--- config.mk ---
export PLATFORM = sky130hd
export DESIGN_NAME = id_stage_buffered_flat
export DESIGN_NICKNAME = d
export VERILOG_FILES = /design/src/rtl/core_pkg.sv /design/src/rtl/id_stage_buffered_if.sv /design/src/rtl/id_decode_comb.sv /design/src/rtl/id_stage_buffered.sv /design/src/flat_wrapper.sv
export SDC_FILE = /design/constraint.sdc
export NUM_CORES = 1
export LEC_CHECK = 0
export CORE_MARGIN = 3
export CORE_UTILIZATION = 44
export CTS_CLUSTER_DIAMETER = 200
export CTS_CLUSTER_SIZE = 24
export DETAILED_ROUTE_END_ITERATION = 8
export PLACE_DENSITY = 0.68
export SLEW_MARGIN = 0
export SYNTH_ARGS = -nofsm -noshare
export SYNTH_HDL_FRONTEND = slang
export SYNTH_SLANG_ARGS = --single-unit
--- constraint.sdc ---
create_clock -name clk -period 5.5 [get_ports clk]
set_clock_uncertainty 0.2 [all_clocks]
set_input_delay 0.825 -clock clk [delete_from_list [all_inputs] [get_ports clk]]
set_output_delay 0.825 -clock clk [all_outputs]
set_load 0.005 [all_outputs]
--- src/rtl/core_pkg.sv ---
// core_pkg: opcodes, ALU codes, reg_src encodings and the decoded micro-op shared by the decode stage
package core_pkg;
  localparam logic [6:0] OP_LUI    = 7'b0110111;
  localparam logic [6:0] OP_AUIPC  = 7'b0010111;
  localparam logic [6:0] OP_JAL    = 7'b1101111;
  localparam logic [6:0] OP_JALR   = 7'b1100111;
  localparam logic [6:0] OP_BRANCH = 7'b1100011;
  localparam logic [6:0] OP_LOAD   = 7'b0000011;
  localparam logic [6:0] OP_STORE  = 7'b0100011;
  localparam logic [6:0] OP_IMM    = 7'b0010011;
  localparam logic [6:0] OP_OP     = 7'b0110011;
  localparam logic [6:0] OP_SYSTEM = 7'b1110011;
  localparam logic [4:0] ALU_ADD  = 5'd0;
  localparam logic [4:0] ALU_SUB  = 5'd1;
  localparam logic [4:0] ALU_SLL  = 5'd2;
  localparam logic [4:0] ALU_SLT  = 5'd3;
  localparam logic [4:0] ALU_SLTU = 5'd4;
  localparam logic [4:0] ALU_XOR  = 5'd5;
  localparam logic [4:0] ALU_SRL  = 5'd6;
  localparam logic [4:0] ALU_SRA  = 5'd7;
  localparam logic [4:0] ALU_OR   = 5'd8;
  localparam logic [4:0] ALU_AND  = 5'd9;
  localparam logic [4:0] ALU_MUL  = 5'd16;
  localparam logic [1:0] RS_ALU  = 2'b00;
  localparam logic [1:0] RS_LOAD = 2'b01;
  localparam logic [1:0] RS_PC4  = 2'b10;
  localparam logic [1:0] RS_IMM  = 2'b11;
  localparam logic [31:0] INSTR_EBREAK = 32'h0010_0073;
  typedef struct packed {
    logic [4:0]  rs1;
    logic [4:0]  rs2;
    logic [4:0]  rd;
    logic [2:0]  funct3;
    logic [31:0] imm;
    logic [4:0]  alu_op;
    logic [1:0]  reg_src;
    logic        reg_wen;
    logic        mem_wen;
    logic        mem_ren;
    logic        branch;
    logic        jump;
    logic        jalr;
    logic        auipc;
    logic        alu_b_reg;
    logic        muldiv;
    logic        illegal;
    logic        ebreak;
  } uop_t;
  // alt selects SUB on funct3 000 and SRA on funct3 101
  function automatic logic [4:0] alu_base(input logic [2:0] f3, input logic alt);
    case (f3)
      3'd0:    return alt ? ALU_SUB : ALU_ADD;
      3'd1:    return ALU_SLL;
      3'd2:    return ALU_SLT;
      3'd3:    return ALU_SLTU;
      3'd4:    return ALU_XOR;
      3'd5:    return alt ? ALU_SRA : ALU_SRL;
      3'd6:    return ALU_OR;
      default: return ALU_AND;
    endcase
  endfunction
endpackage

--- src/rtl/id_stage_buffered_if.sv ---
// id_stage_buffered_if: fetch-side and execute-side handshakes of the decode stage
interface id_stage_buffered_if #(parameter int PC_W = 32);
  logic            flush;
  logic            in_valid;
  logic            in_ready;
  logic [31:0]     in_instr;
  logic [PC_W-1:0] in_pc;
  logic            out_valid;
  logic            out_ready;
  logic [PC_W-1:0] out_pc;
  logic [4:0]      out_rs1, out_rs2, out_rd;
  logic [2:0]      out_funct3;
  logic [31:0]     out_imm;
  logic [4:0]      out_alu_op;
  logic [1:0]      out_reg_src;
  logic            out_reg_wen, out_mem_wen, out_mem_ren, out_branch, out_jump, out_jalr, out_auipc, out_alu_b_reg;
  logic            out_muldiv, out_illegal, out_ebreak;
  modport master (
    output flush, in_valid, in_instr, in_pc, out_ready,
    input  in_ready, out_valid, out_pc, out_rs1, out_rs2, out_rd, out_funct3, out_imm, out_alu_op, out_reg_src,
           out_reg_wen, out_mem_wen, out_mem_ren, out_branch, out_jump, out_jalr, out_auipc, out_alu_b_reg,
           out_muldiv, out_illegal, out_ebreak
  );
  modport slave (
    input  flush, in_valid, in_instr, in_pc, out_ready,
    output in_ready, out_valid, out_pc, out_rs1, out_rs2, out_rd, out_funct3, out_imm, out_alu_op, out_reg_src,
           out_reg_wen, out_mem_wen, out_mem_ren, out_branch, out_jump, out_jalr, out_auipc, out_alu_b_reg,
           out_muldiv, out_illegal, out_ebreak
  );
endinterface

--- src/rtl/id_decode_comb.sv ---
// id_decode_comb: combinational RV32I(+M) instruction to micro-op decode
module id_decode_comb import core_pkg::*; #(
  parameter bit HAS_M = 1'b1
) (
  input  logic [31:0] instr,
  output uop_t        uop
);
  logic [6:0]  opc, f7;
  logic [2:0]  f3;
  logic [31:0] imm_i, imm_s, imm_b, imm_u, imm_j;
  assign opc   = instr[6:0];
  assign f3    = instr[14:12];
  assign f7    = instr[31:25];
  assign imm_i = {{20{instr[31]}}, instr[31:20]};
  assign imm_s = {{20{instr[31]}}, instr[31:25], instr[11:7]};
  assign imm_b = {{19{instr[31]}}, instr[31], instr[7], instr[30:25], instr[11:8], 1'b0};
  assign imm_u = {instr[31:12], 12'h000};
  assign imm_j = {{11{instr[31]}}, instr[31], instr[19:12], instr[20], instr[30:21], 1'b0};
  always_comb begin
    uop        = '0;
    uop.rs1    = instr[19:15];
    uop.rs2    = instr[24:20];
    uop.rd     = instr[11:7];
    uop.funct3 = f3;
    uop.ebreak = instr == INSTR_EBREAK;
    case (opc)
      OP_LUI:    begin uop.imm = imm_u; uop.reg_src = RS_IMM; uop.reg_wen = 1'b1; end
      OP_AUIPC:  begin uop.imm = imm_u; uop.auipc = 1'b1; uop.reg_wen = 1'b1; end
      OP_JAL:    begin uop.imm = imm_j; uop.jump = 1'b1; uop.reg_src = RS_PC4; uop.reg_wen = 1'b1; end
      OP_JALR:   begin uop.imm = imm_i; uop.jump = 1'b1; uop.jalr = 1'b1; uop.reg_src = RS_PC4; uop.reg_wen = 1'b1; end
      OP_BRANCH: begin
        uop.imm       = imm_b;
        uop.branch    = 1'b1;
        uop.alu_b_reg = 1'b1;
        uop.alu_op    = f3[1] ? ALU_SLTU : ALU_SLT;
        uop.illegal   = f3[2:1] == 2'b01;
      end
      OP_LOAD:   begin
        uop.imm     = imm_i;
        uop.mem_ren = 1'b1;
        uop.reg_src = RS_LOAD;
        uop.reg_wen = 1'b1;
        uop.illegal = f3 == 3'd3 || f3[2:1] == 2'b11;
      end
      OP_STORE:  begin uop.imm = imm_s; uop.mem_wen = 1'b1; uop.illegal = f3 >= 3'd3; end
      OP_IMM:    begin
        uop.imm     = imm_i;
        uop.reg_wen = 1'b1;
        uop.alu_op  = alu_base(f3, f3 == 3'd5 && instr[30]);
        uop.illegal = (f3 == 3'd1 && f7 != 7'h00) || (f3 == 3'd5 && f7 != 7'h00 && f7 != 7'h20);
      end
      OP_OP:     begin
        uop.alu_b_reg = 1'b1;
        uop.reg_wen   = 1'b1;
        uop.muldiv    = f7 == 7'h01;
        uop.alu_op    = f7 == 7'h01 ? (ALU_MUL | {2'b00, f3}) : alu_base(f3, instr[30]);
        uop.illegal   = f7 == 7'h01 ? !HAS_M : !(f7 == 7'h00 || (f7 == 7'h20 && (f3 == 3'd0 || f3 == 3'd5)));
      end
      OP_SYSTEM: uop.illegal = !uop.ebreak;
      default:   uop.illegal = 1'b1;
    endcase
    if (uop.illegal) begin
      uop.reg_wen = 1'b0;
      uop.mem_wen = 1'b0;
      uop.mem_ren = 1'b0;
      uop.branch  = 1'b0;
      uop.jump    = 1'b0;
      uop.muldiv  = 1'b0;
    end
    if (uop.rd == 5'd0) uop.reg_wen = 1'b0;
  end
endmodule

--- src/rtl/id_stage_buffered.sv ---
// id_stage_buffered: instruction queue feeding a registered decode output with valid/ready on both sides
module id_stage_buffered import core_pkg::*; #(
  parameter int DEPTH = 2,
  parameter bit HAS_M = 1'b1,
  parameter int PC_W  = 32
) (
  input logic               clk,
  input logic               rst_n,
  id_stage_buffered_if.slave bus
);
  localparam int AW = $clog2(DEPTH);
  typedef struct packed {
    logic [31:0]     instr;
    logic [PC_W-1:0] pc;
  } entry_t;
  entry_t          mem_q [DEPTH];
  entry_t          mem_d [DEPTH];
  logic [AW-1:0]   rd_ptr_q, rd_ptr_d, wr_ptr_q, wr_ptr_d;
  logic [AW:0]     cnt_q, cnt_d;
  logic            out_valid_q, out_valid_d;
  uop_t            uop_q, uop_d, dec_uop;
  logic [PC_W-1:0] pc_q, pc_d;
  logic            push, pop;
  id_decode_comb #(.HAS_M(HAS_M)) u_dec (.instr(mem_q[rd_ptr_q].instr), .uop(dec_uop));
  // in_ready depends only on the occupancy register, never on out_ready
  assign bus.in_ready = cnt_q != (AW+1)'(DEPTH);
  always_comb begin
    push        = bus.in_valid && bus.in_ready && !bus.flush;
    pop         = cnt_q != '0 && (!out_valid_q || bus.out_ready);
    mem_d       = mem_q;
    if (push) mem_d[wr_ptr_q] = '{instr: bus.in_instr, pc: bus.in_pc};
    wr_ptr_d    = bus.flush ? '0 : wr_ptr_q + AW'(push);
    rd_ptr_d    = bus.flush ? '0 : rd_ptr_q + AW'(pop);
    cnt_d       = bus.flush ? '0 : cnt_q + (AW+1)'(push) - (AW+1)'(pop);
    out_valid_d = bus.flush ? 1'b0 : pop ? 1'b1 : out_valid_q && !bus.out_ready;
    uop_d       = bus.flush ? '0 : pop ? dec_uop : uop_q;
    pc_d        = bus.flush ? '0 : pop ? mem_q[rd_ptr_q].pc : pc_q;
  end
  always_ff @(posedge clk or negedge rst_n) begin
    if (!rst_n) begin
      for (int i = 0; i < DEPTH; i++) mem_q[i] <= '0;
      rd_ptr_q    <= '0;
      wr_ptr_q    <= '0;
      cnt_q       <= '0;
      out_valid_q <= 1'b0;
      uop_q       <= '0;
      pc_q        <= '0;
    end else begin
      mem_q       <= mem_d;
      rd_ptr_q    <= rd_ptr_d;
      wr_ptr_q    <= wr_ptr_d;
      cnt_q       <= cnt_d;
      out_valid_q <= out_valid_d;
      uop_q       <= uop_d;
      pc_q        <= pc_d;
    end
  end
  assign bus.out_valid     = out_valid_q;
  assign bus.out_pc        = pc_q;
  assign bus.out_rs1       = uop_q.rs1;
  assign bus.out_rs2       = uop_q.rs2;
  assign bus.out_rd        = uop_q.rd;
  assign bus.out_funct3    = uop_q.funct3;
  assign bus.out_imm       = uop_q.imm;
  assign bus.out_alu_op    = uop_q.alu_op;
  assign bus.out_reg_src   = uop_q.reg_src;
  assign bus.out_reg_wen   = uop_q.reg_wen;
  assign bus.out_mem_wen   = uop_q.mem_wen;
  assign bus.out_mem_ren   = uop_q.mem_ren;
  assign bus.out_branch    = uop_q.branch;
  assign bus.out_jump      = uop_q.jump;
  assign bus.out_jalr      = uop_q.jalr;
  assign bus.out_auipc     = uop_q.auipc;
  assign bus.out_alu_b_reg = uop_q.alu_b_reg;
  assign bus.out_muldiv    = uop_q.muldiv;
  assign bus.out_illegal   = uop_q.illegal;
  assign bus.out_ebreak    = uop_q.ebreak;
endmodule
--- src/flat_wrapper.sv ---
// flat-port wrapper written by rule: the top's interface ports become plain ports
module id_stage_buffered_flat import core_pkg::*;
#(
  parameter int DEPTH = 2,
  parameter bit HAS_M = 1'b1,
  parameter int PC_W  = 32
)
  (clk, rst_n, bus_flush, bus_in_valid, bus_in_instr, bus_in_pc, bus_out_ready, bus_in_ready, bus_out_valid, bus_out_pc, bus_out_rs1, bus_out_rs2, bus_out_rd, bus_out_funct3, bus_out_imm, bus_out_alu_op, bus_out_reg_src, bus_out_reg_wen, bus_out_mem_wen, bus_out_mem_ren, bus_out_branch, bus_out_jump, bus_out_jalr, bus_out_auipc, bus_out_alu_b_reg, bus_out_muldiv, bus_out_illegal, bus_out_ebreak);
  id_stage_buffered_if #(.PC_W(PC_W)) bus_i ();
  input logic clk;
  input logic rst_n;
  input wire logic [$bits(bus_i.flush)-1:0] bus_flush;
  input wire logic [$bits(bus_i.in_valid)-1:0] bus_in_valid;
  input wire logic [$bits(bus_i.in_instr)-1:0] bus_in_instr;
  input wire logic [$bits(bus_i.in_pc)-1:0] bus_in_pc;
  input wire logic [$bits(bus_i.out_ready)-1:0] bus_out_ready;
  output wire logic [$bits(bus_i.in_ready)-1:0] bus_in_ready;
  output wire logic [$bits(bus_i.out_valid)-1:0] bus_out_valid;
  output wire logic [$bits(bus_i.out_pc)-1:0] bus_out_pc;
  output wire logic [$bits(bus_i.out_rs1)-1:0] bus_out_rs1;
  output wire logic [$bits(bus_i.out_rs2)-1:0] bus_out_rs2;
  output wire logic [$bits(bus_i.out_rd)-1:0] bus_out_rd;
  output wire logic [$bits(bus_i.out_funct3)-1:0] bus_out_funct3;
  output wire logic [$bits(bus_i.out_imm)-1:0] bus_out_imm;
  output wire logic [$bits(bus_i.out_alu_op)-1:0] bus_out_alu_op;
  output wire logic [$bits(bus_i.out_reg_src)-1:0] bus_out_reg_src;
  output wire logic [$bits(bus_i.out_reg_wen)-1:0] bus_out_reg_wen;
  output wire logic [$bits(bus_i.out_mem_wen)-1:0] bus_out_mem_wen;
  output wire logic [$bits(bus_i.out_mem_ren)-1:0] bus_out_mem_ren;
  output wire logic [$bits(bus_i.out_branch)-1:0] bus_out_branch;
  output wire logic [$bits(bus_i.out_jump)-1:0] bus_out_jump;
  output wire logic [$bits(bus_i.out_jalr)-1:0] bus_out_jalr;
  output wire logic [$bits(bus_i.out_auipc)-1:0] bus_out_auipc;
  output wire logic [$bits(bus_i.out_alu_b_reg)-1:0] bus_out_alu_b_reg;
  output wire logic [$bits(bus_i.out_muldiv)-1:0] bus_out_muldiv;
  output wire logic [$bits(bus_i.out_illegal)-1:0] bus_out_illegal;
  output wire logic [$bits(bus_i.out_ebreak)-1:0] bus_out_ebreak;
  assign bus_i.flush = bus_flush;
  assign bus_i.in_valid = bus_in_valid;
  assign bus_i.in_instr = bus_in_instr;
  assign bus_i.in_pc = bus_in_pc;
  assign bus_i.out_ready = bus_out_ready;
  assign bus_in_ready = bus_i.in_ready;
  assign bus_out_valid = bus_i.out_valid;
  assign bus_out_pc = bus_i.out_pc;
  assign bus_out_rs1 = bus_i.out_rs1;
  assign bus_out_rs2 = bus_i.out_rs2;
  assign bus_out_rd = bus_i.out_rd;
  assign bus_out_funct3 = bus_i.out_funct3;
  assign bus_out_imm = bus_i.out_imm;
  assign bus_out_alu_op = bus_i.out_alu_op;
  assign bus_out_reg_src = bus_i.out_reg_src;
  assign bus_out_reg_wen = bus_i.out_reg_wen;
  assign bus_out_mem_wen = bus_i.out_mem_wen;
  assign bus_out_mem_ren = bus_i.out_mem_ren;
  assign bus_out_branch = bus_i.out_branch;
  assign bus_out_jump = bus_i.out_jump;
  assign bus_out_jalr = bus_i.out_jalr;
  assign bus_out_auipc = bus_i.out_auipc;
  assign bus_out_alu_b_reg = bus_i.out_alu_b_reg;
  assign bus_out_muldiv = bus_i.out_muldiv;
  assign bus_out_illegal = bus_i.out_illegal;
  assign bus_out_ebreak = bus_i.out_ebreak;
  id_stage_buffered #(.DEPTH(DEPTH), .HAS_M(HAS_M), .PC_W(PC_W)) u_core (.clk(clk), .rst_n(rst_n), .bus(bus_i));
endmodule
# Word-level counts from Yosys, hierarchy flattened
# Cells that the tools add are included.
totals:
  reg_bits: 233
  latch_bits: 0
  ramBits: 0
  romBits: 0
  input_bits: 69
  output_inout_bits: 102
  elab_cells: 132
  memories: 0
classes:
  add_sub_neg: 4
  mul: 0
  div: 0
  magnitude_cmp: 4
  n_eq_ne: 23
  n_shift: 0
  muxes: 40
  bitwise_logic: 2
  reduce_logical: 32
ops:
  columns: ["cell", "n"]
  rows:
  - ["$mux W64", 4]
  - ["$pmux W32 S5", 1]
  - ["$mux W68", 2]
  - ["$bwmux W128", 1]
  - ["$demux W64 S1", 1]
  - ["$mux W32", 2]
  - ["$pmux W4 S7", 2]
  - ["$eq A32 B21 Y1 const B", 1]
  - ["$eq A7 B6 Y1 const B", 4]
  - ["$eq A7 B7 Y1 const B", 4]
  - ["$mux W1", 20]
  - ["$pmux W5 S3", 1]
  - ["$eq A7 B5 Y1 const B", 2]
  - ["$logic_and A1 B1 Y1", 10]
  - ["$mux W5", 2]
  - ["$eq A3 B3 Y1 const B", 3]
  - ["$eq A7 B1 Y1 const B", 1]
  - ["$eq A7 B2 Y1 const B", 1]
  - ["$logic_not A7 Y1", 1]
  - ["$ne A7 B6 Y1 const B", 1]
  - ["$pmux W1 S7", 1]
  - ["$reduce_bool A7 Y1", 1]
  - ["$reduce_or A7 Y1", 1]
  - ["$eq A3 B2 Y1 const B", 2]
  - ["22 further kinds", 36]

# Longest topological paths before layout
# Gate-level depths: netlist of the first run.
depth:
  word_depth: 15
  mapped_depth: 11
  mapped_depth_nobuf: 9

# Cells and area by module
# From an unflattened synthesis of the first run, not the netlist that was laid out.
unflattened:
  hier_cells: 956
  area_unflattened_um2: 11021.8
by_module_without_submodules:
  columns: ["module", "n_inst", "cells_each", "area_each_um2"]
  rows:
  - ["id_stage_buffered", 1, 790, 9924.5]
  - ["id_decode_comb", 1, 166, 1097.3]

# Worst setup path after synthesis of the first run
# OpenSTA, ideal clock, no wires.
synth_timing:
  kind: "input to register"
  startpoint: "in bus_out_ready"
  endpoint: "reg u_core.cnt_q[1]"
  arrival_time_ns: 2.558
  t_required_ns: 5.168
  slack_ns: 2.610
  stages: 11
  path_cell_list: "nand2b_1 o21ai_1 clkinv_1 clkbuf_1 clkbuf_1 ha_1 inv_1 ha_1 xor2_1 xnor2_1 nor2_1"
synth_between:
  elab_chain_cells: 4
synth_lines:
  columns: ["item", "line_no", "rtl"]
  rows:
  - ["start: declaration", "flat_wrapper.sv:16", "input wire logic [$bits(bus_i.out_ready)-1:0] bus_out_ready;"]
  - ["$logic_or A1 B1 Y1", "id_stage_buffered.sv:29", "pop = cnt_q != '0 && (!out_valid_q || bus.out_ready);"]
  - ["$logic_and A1 B1 Y1", "id_stage_buffered.sv:29", null]
  - ["$sub A2 B1 Y2", "id_stage_buffered.sv:34", "cnt_d = bus.flush ? '0 : cnt_q + (AW+1)'(push) - (AW+1)'(pop);"]
  - ["$mux W2", "id_stage_buffered.sv:34", null]
  - ["net u_core.cnt_d[1]", "id_stage_buffered.sv:19", "logic [AW:0] cnt_q, cnt_d;"]
  - ["end signal: assignment", "id_stage_buffered.sv:52", "cnt_q <= cnt_d;"]
  - ["end: declaration", "id_stage_buffered.sv:19", null]
# The timed path passes the listed nets, and every way through them passes these cells.
# A chain may end at the register's enable or synchronous reset.

# Final worst setup path of the first run
layout_timing:
  startpoint: "in bus_out_ready"
  endpoint: "reg u_core.uop_q, in the netlist u_core.bus.out_imm[29]"
layout_between:
  elab_chain_cells: 3
layout_lines:
  columns: ["item", "line_no", "rtl"]
  rows:
  - ["$logic_or A1 B1 Y1", "id_stage_buffered.sv:29", null]
  - ["$logic_and A1 B1 Y1", "id_stage_buffered.sv:29", null]
  - ["$reduce_bool A2 Y1 (no source line)", null, null]
  - ["end signal: assignment", "id_stage_buffered.sv:54", "uop_q <= uop_d;"]
  - ["end: declaration", "id_stage_buffered.sv:21", "uop_t uop_q, uop_d, dec_uop;"]
# No other way between the ends.

==> results of run 1 <==
## cells in the mapped netlist (10+ instances only)
| cell type | number | area share (%) |
|---|---|---|
| clkbuf_1 | 42 | 1.5 |
| a21oi_1 | 18 | 0.87 |
| dfrtp_1 | 233 | 56 |
| mux2i_1 | 52 | 5.0 |
| a211oi_1 | 54 | 3.9 |
| o21ai_0 | 18 | 0.87 |
| mux2_2 | 141 | 15 |
| nand2_1 | 30 | 1.1 |
| nor2_1 | 93 | 3.4 |
| nor3_1 | 10 | 0.48 |
| a22o_1 | 17 | 1.4 |
| a221o_1 | 11 | 1.1 |
## worst register-to-register path: cells and delay by family (launching register included)
family	cells	cell delay (ns)
AND/OR/NAND/NOR	1	0.14
multiplexers	1	0.90
AO/OA/AOI/OAI	4	0.72
flip-flops	1	0.81
buffers and inverters	1	0.52
## power by group
part           total (mW)  switching (mW)  leakage (nW)  internal [mW]
combinational        2.40            1.15          2.03           1.25
clock               0.987           0.550         0.170          0.437
sequential           2.84           0.491          2.94           2.35
## worst paths after layout
path	to	slack, ns	cells after the start
setup / recovery	u_core.bus.out_imm[29]$_DFFE_PN0P_	1.92	9
hold / removal	u_core.mem_q[97]$_DFFE_PN0P_	0.26	1
setup reg to reg	u_core.bus.out_alu_op[0]$_DFFE_PN0P_	2.09	7
hold reg to reg	u_core.mem_q[85]$_DFFE_PN0P_	0.31	1
max in group asynchronous	u_core.mem_q[3]$_DFFE_PN0P_	3.74	2
min in group clk	u_core.mem_q[85]$_DFFE_PN0P_	0.31	1
## per-stage QoR
step	std cells	setup WS (ns)	util (%)	area, um2	hold WS (ns)
2_1_floorplan	837	2.61	-	10400	0.273
3_5_place_dp	1273	1.36	53.9	12300	0.295
4_1_cts	1289	1.85	55.4	12700	0.292
6_report	1290	1.92	55.4	12700	0.256
5_1_grt	1290	1.68	55.4	12700	0.319
3_3_place_gp	1273	1.49	53.9	12300	0.289
## cells by family (layout without fill, tap and decap cells)
family          Yosys count  count (layout)  synth area share (%)
buf+inv                  62             202                  2.68
simple gates            179             179                  8.28
xor+xnor                  5               5                 0.421
mux                     194             194                  20.4
compound gates          160             160                  11.6
flops                   233             233                  56.1
fa+ha+maj                 4               4                 0.481
## area by class of cell
cell class              count  area [um2]  share of cell area, %
flip-flops and latches    233        5830                   45.9
well taps                 313         392                   3.08
clock inverters             2        17.5                  0.138
clock buffers              14         329                   2.59
repair buffers            178        1780                   14.0
multi-input cells         542        4320                   34.0
inverters                   8        32.5                  0.256
## layer usage
layer	wire (um)	GRT usage, %	vias to the layer above
met5	29	0	-
met4	495	3.82	4
met3	1730	4.67	32
met2	11400	30.2	208
met1	11300	28.0	3564
li1	-	-	3346
==> key figures, run 1 <==
Finish
  • Number of fill cells: approximately 2000
  • Most common cell after layout, fill and taps aside: dfrtp_1
  • Nets: around 1000
  • Largest register FFs: roughly 130
  • Layout overhead on the synthesized area: 22.2%
  • Ratio of cells with drive above 1 in the final layout: 18.8%
  • Register ranked first by flip-flop count: u_core.mem_q
  • Diode insertion count for antenna repair: 0
  • Leading cell types in the layout, fill and taps excluded: dfrtp_1 (232), clkdlybuf4s50_1 (168), mux2_2 (141)

Die
  • Die area: 25500 um2
  • Number of top-level design ports: 171
  • Row Count: 55
  • Die Width: between 150 and 200 um
  • Area of the core: approximately 23000 um2
  • Effective utilization at floorplan: 45.4%
  • Die Ht: 160 um

Critical path
  • First element of the critical path: bus_out_ready
  • Data required time at the worst endpoint: roughly 5.7 ns
  • Crit start category: input port
  • Maximum net fanout on the critical path: 90
  • Path type of the worst setup path: input port to register
  • Chain of cells forming the critical path: clkdlybuf4s50_1 -> nand2b_1 -> o21ai_1 -> buf_4 -> inv_4 -> nand2b_1 -> a31o_2 -> nor2_1 -> a221o_1
  • Number of buffer and inverter stages on the critical path: 3
  • Cell with the biggest individual delay on the critical path: inv_4
  • Largest delay share family, worst path: buffers and inverters
  • Largest stage delay, worst path: approximately 0.65 ns
  • Most prevalent standard cell on the critical path: nand2b_1
  • Setup crit end kind: register
  • Crit path DAT: 3.79 ns
  • Source of the worst register-to-register timing path: u_core.rd_ptr_q$_DFF_PN0_

Synthesis
  • Synthesized netlist cell count: approximately 840
  • Cell area after synthesis: approximately 10000 um2
  • Avg Synthesized Cell Area: 12.4 um2
  • Register bit count reported by yosys: around 230
  • Post-Syn Nets: approximately 900
  • Most frequently used flop master after synthesis: dfrtp_1
  • Count of distinct cell types in the synthesized netlist: 69
  • Fraction of registers with async set/reset: between 90% and 100%
  • Number of flops mapped to enable cells by yosys: 0
  • Proportion of synthesized chip area in sequential cells: between 50% and 60%
  • Yosys warns: 0

STA
  • Setup TNS: 0 ns
  • Time the final worst path needs with I/O delays and setup: between 3 and 4 ns
  • Unrepaired setup endpoints after global routing: false
  • Headroom to the max-slew limit: 31.1%
  • Post-route fraction of the period consumed by the critical path: 65.1%
  • Max-slew violation count: 0
  • Fmax achieved: ~280 MHz
  • Total setup violations reported at the end of the flow: 0
  • Count of endpoints failing hold in the final timing report: 0
  • Least-Margin Pin Slew: 1.01 ns

Routing
  • Via-per-instance ratio: roughly 5.5
  • DRC viols: 0
  • Antenna viol nets, final: 0
  • Via Count: around 7200
  • Average wire per standard cell: slightly below 20 um
  • Detailed-router iteration count before antenna repair: 4
  • DRT iter0 DRCs: roughly 350
  • Total Routed Length: about 25000 um

Place
  • Final GP Congestion: approximately 0.95
  • Port Buf Inserts: between 150 and 200
  • HPWL after DPL: between 15000 and 20000 um

Clock tree
  • Max clock buf depth: 3
  • CTS clk-pin slew, worst paths: roughly 0.090 ns
  • Number of buffers inserted by post-CTS setup repair: 0
  • Hold buffers post-CTS: 0
  • Cell chosen for the clock root: clkbuf_16
  • Insertion delay of the later-clocked pin in the worst-skew pair: 0.48 ns
  • Inserted Clock Buffers: 13
  • CTS tree: yes
  • Post-cts gate resize count: 0
  • TritonCTS Sinks: roughly 230
  • Number of H-tree branching levels: 1

Global routing
  • Global-route wire length before repair: slightly above 40000 um
  • Total Routing Usage GR: 19.4%
  • Number of antenna violations at the first check in global routing: 2
  • Overall overflow remaining after global route: 0
  • Via count of the first global-routing pass: between 7000 and 8000
  • Maximum number of pins on one net before global-route repair: approximately 130

Pwr
  • Leakage Power: around 5.1 nW
  • Final Total Pwr: about 6.2 mW
  • Peak supply drop: 0.000339 V
  • Total power density per cell area: slightly below 500 nW/um2

Flow run
  • Number of max-cap violations: 0

Outcome
  • Status: finished, final reports clean

Min path
  • Class of the tightest hold or removal check: input port to asynchronous set/reset pin
(Power assumes the default switching activity.)
==> run 2: changes to the inputs <==
clock period = 3.51 ns   (was 5.5 ns; I/O delays follow)
==> run 2 against run 1 <==
Against the previous run:
- register-to-register slack lost 1.6 ns
- setup slack lost 1.4 ns
- worst hold slack improved by 0.054 ns
- routed wire length is 2.6% higher
- flip-flop and latch count is the same
- global-route usage up 0.42 points
- first-iteration DRC count increased by 21%
- power grew 58%
- critical path depth is 2 lower
- clock power is 57% higher
- die area unchanged
- non-clock buffer count increased by 16
- critical path type is now register to register
- highest routed layer unchanged
==> key figures, run 2 (synthesis gave the netlist of run 1 again) <==
Finish
  • Area taken by multi-input logic gates: 4320 um2 (unchanged)
  • Nets: 1065 (+1.5%)
  • Most common cell after layout, fill and taps aside: dfrtp_1
  • Largest register FFs: 128 (unchanged)
  • Fraction of the core area covered by cells at the end of the flow: 56.1% (+0.67 points)
  • Diode insertion count for antenna repair: 0 (unchanged)
  • Leading cell types in the layout, fill and taps excluded: dfrtp_1 (232), clkdlybuf4s50_1 (168), mux2_2 (141)
  • Ratio of cells with drive above 1 in the final layout: 20.0% (+1.2 points)
  • Count of non-filler cells in the finished layout: 1306 (+1.2%)
  • Register ranked first by flip-flop count: u_core.mem_q
  • Area used by sequential logic in the layout: 5830 um2 (unchanged)
  • Number of fill cells: 1950 (-2.8%)
  • Layout overhead on the synthesized area: 23.6%

Critical path
  • Setup crit end kind: register
  • Crit Reg-Reg Endpoint: u_core.bus.out_reg_wen$_DFFE_PN0P_
  • Worst r2r path cells: 7 (unchanged)
  • Path type of the worst setup path: register to register
  • Crit path DAT: 3.22 ns (-0.57 ns)
  • Data required time at the worst endpoint: 3.69 ns (-2.02 ns)
  • Maximum net fanout on the critical path: 37 (-59%)
  • Crit start category: register
  • Source of the worst register-to-register timing path: u_core.rd_ptr_q$_DFF_PN0_
  • Setup slack of the most critical reg-to-reg path: 0.47 ns (-1.62 ns)

Global routing
  • Via count of the first global-routing pass: 7275 (+2.0%)
  • Global-route wire length before repair: 41200 um (+1.7%)
  • Total Routing Usage GR: 19.8% (+0.42 points)
  • Overall overflow remaining after global route: 0 (unchanged)
  • Number of antenna violations at the first check in global routing: 2 (unchanged)
  • Maximum number of pins on one net before global-route repair: 95 (-25%)

Die
  • Effective utilization at floorplan: 45.4% (unchanged)
  • Area of the core: 22900 um2 (unchanged)
  • Die Width: 160 um (unchanged)
  • Number of top-level design ports: 171 (unchanged)
  • Row Count: 55 (unchanged)
  • Die area: 25500 um2 (unchanged)
  • Die Ht: 160 um (unchanged)

STA
  • Max-slew violation count: 0 (unchanged)
  • Total setup violations reported at the end of the flow: 0 (unchanged)
  • Fmax achieved: 329 MHz
  • Headroom to the max-slew limit: 50.3% (+19 points)
  • Count of endpoints failing hold in the final timing report: 0 (unchanged)
  • Time the final worst path needs with I/O delays and setup: 3.04 ns
  • Post-route fraction of the period consumed by the critical path: about 86%
  • Final Worst Setup Slack: 0.475 ns (-1.45 ns)
  • Unrepaired setup endpoints after global routing: false
  • Least-Margin Pin Slew: 0.742 ns (-0.263 ns)
  • Setup TNS: 0 ns (unchanged)

Min path
  • End point of the most critical hold path: u_core.mem_q[10]$_DFFE_PN0P_
  • Startpoint of the worst hold path: u_core.mem_q[10]$_DFFE_PN0P_
  • Class of the tightest hold or removal check: register to register
  • Cell depth of the worst min-delay path: 1

Routing
  • Total Routed Length: 25600 um (+2.6%)
  • Average wire per standard cell: 19.6 um (+1.4%)
  • Via Count: 7213 (+0.82%)
  • Via-per-instance ratio: 5.52 (-0.41%)
  • DRC viols: 0 (unchanged)
  • Antenna viol nets, final: 0 (unchanged)
  • Detailed-router iteration count before antenna repair: 5 (+1)
  • DRT iter0 DRCs: 425 (+21%)

Pwr
  • Total power density per cell area: 766 nW/um2 (+56%)
  • Leakage Power: 5.23 nW (+1.7%)
  • Peak supply drop: 0.000411 V (+21%)
  • Final Total Pwr: 9.85 mW (+58%)

Clock tree
  • CTS tree: yes
  • Inserted Clock Buffers: 13 (unchanged)
  • Post-cts gate resize count: 0 (unchanged)
  • Cell chosen for the clock root: clkbuf_16
  • Max clock buf depth: 3 (unchanged)
  • TritonCTS Sinks: 233 (unchanged)
  • Number of H-tree branching levels: 1 (unchanged)
  • CTS clk-pin slew, worst paths: 0.10 ns (about the same)
  • Insertion delay of the later-clocked pin in the worst-skew pair: 0.49 ns (about the same)

Place
  • Post-placement cell count: 1289 (+1.3%)
  • Final GP Congestion: 0.938 (-0.73%)
  • HPWL after DPL: 18300 um (+8.0%)
  • Port Buf Inserts: 170 (unchanged)
  • Setup slack after placement: 0.529 ns (-0.828 ns)

Outcome
  • Status: finished, final reports clean

Flow run
  • Number of max-cap violations: 0 (unchanged)
run 2: power breakdown:
group / leakage [nW] / total, mW / switching (mW) / internal, mW
sequential: 2.94 / 4.43 / 0.752 / 3.68
clock: 0.170 / 1.55 / 0.863 / 0.685
combinational: 2.12 / 3.87 / 1.86 / 2.01
run 2: timing repair:
action | 4_1_cts | 5_1_grt
hold buffers | 1 | 0
hold endpoints to repair | 91 | 0
buffers inserted | 0 | 0
run 2: final cells by class:
cell class                 instances  share of cell area [%]
sequential                       233                    45.4
multi-input combinational        542                    33.6
timing repair buffer             194                    15.0
tap                              313                    3.05
clock buffer                      14                    2.56
inverter                           8                   0.253
clock inverter                     2                   0.136
run 2: worst max-delay path: stages (launching register included):
cell	delay [ns]
dfrtp_4	0.74
buf_4	0.38
mux2i_2	0.55
nand3_1	0.14
o2111ai_1	0.14
nand4_1	0.15
or3_4	0.38
o31ai_2	0.23
run 2: worst max-delay path by stage:
stage / cells past startpoint / startpoint / to
2_1_floorplan: 11 / bus_out_ready / u_core.cnt_q[1]$_DFF_PN0_
3_3_place_gp: 7 / u_core.rd_ptr_q$_DFF_PN0_ / u_core.bus.out_reg_wen$_DFFE_PN0P_
3_5_place_dp: 7 / u_core.rd_ptr_q$_DFF_PN0_ / u_core.bus.out_reg_wen$_DFFE_PN0P_
4_1_cts: 7 / u_core.rd_ptr_q$_DFF_PN0_ / u_core.bus.out_reg_wen$_DFFE_PN0P_
5_1_grt: 7 / u_core.rd_ptr_q$_DFF_PN0_ / u_core.bus.out_reg_wen$_DFFE_PN0P_
6_report: 7 / u_core.rd_ptr_q$_DFF_PN0_ / u_core.bus.out_reg_wen$_DFFE_PN0P_
run 2: routing by layer:
layer	vias up	GRT usage [%]	wire length [um]
met4	4	4.30	519
met3	37	4.31	1650
met1	3607	27.6	11400
met2	195	32.0	12000
li1	3370	-	-
met5	-	0	17
run 2: metrics by stage:
step                hold slack (ns)  cell area [um2]
floorplan                    0.0309            10400
global placement              0.287            12500
detailed placement            0.291            12500
CTS                           0.313            12900
global route                  0.321            12900
finish                        0.310            12900
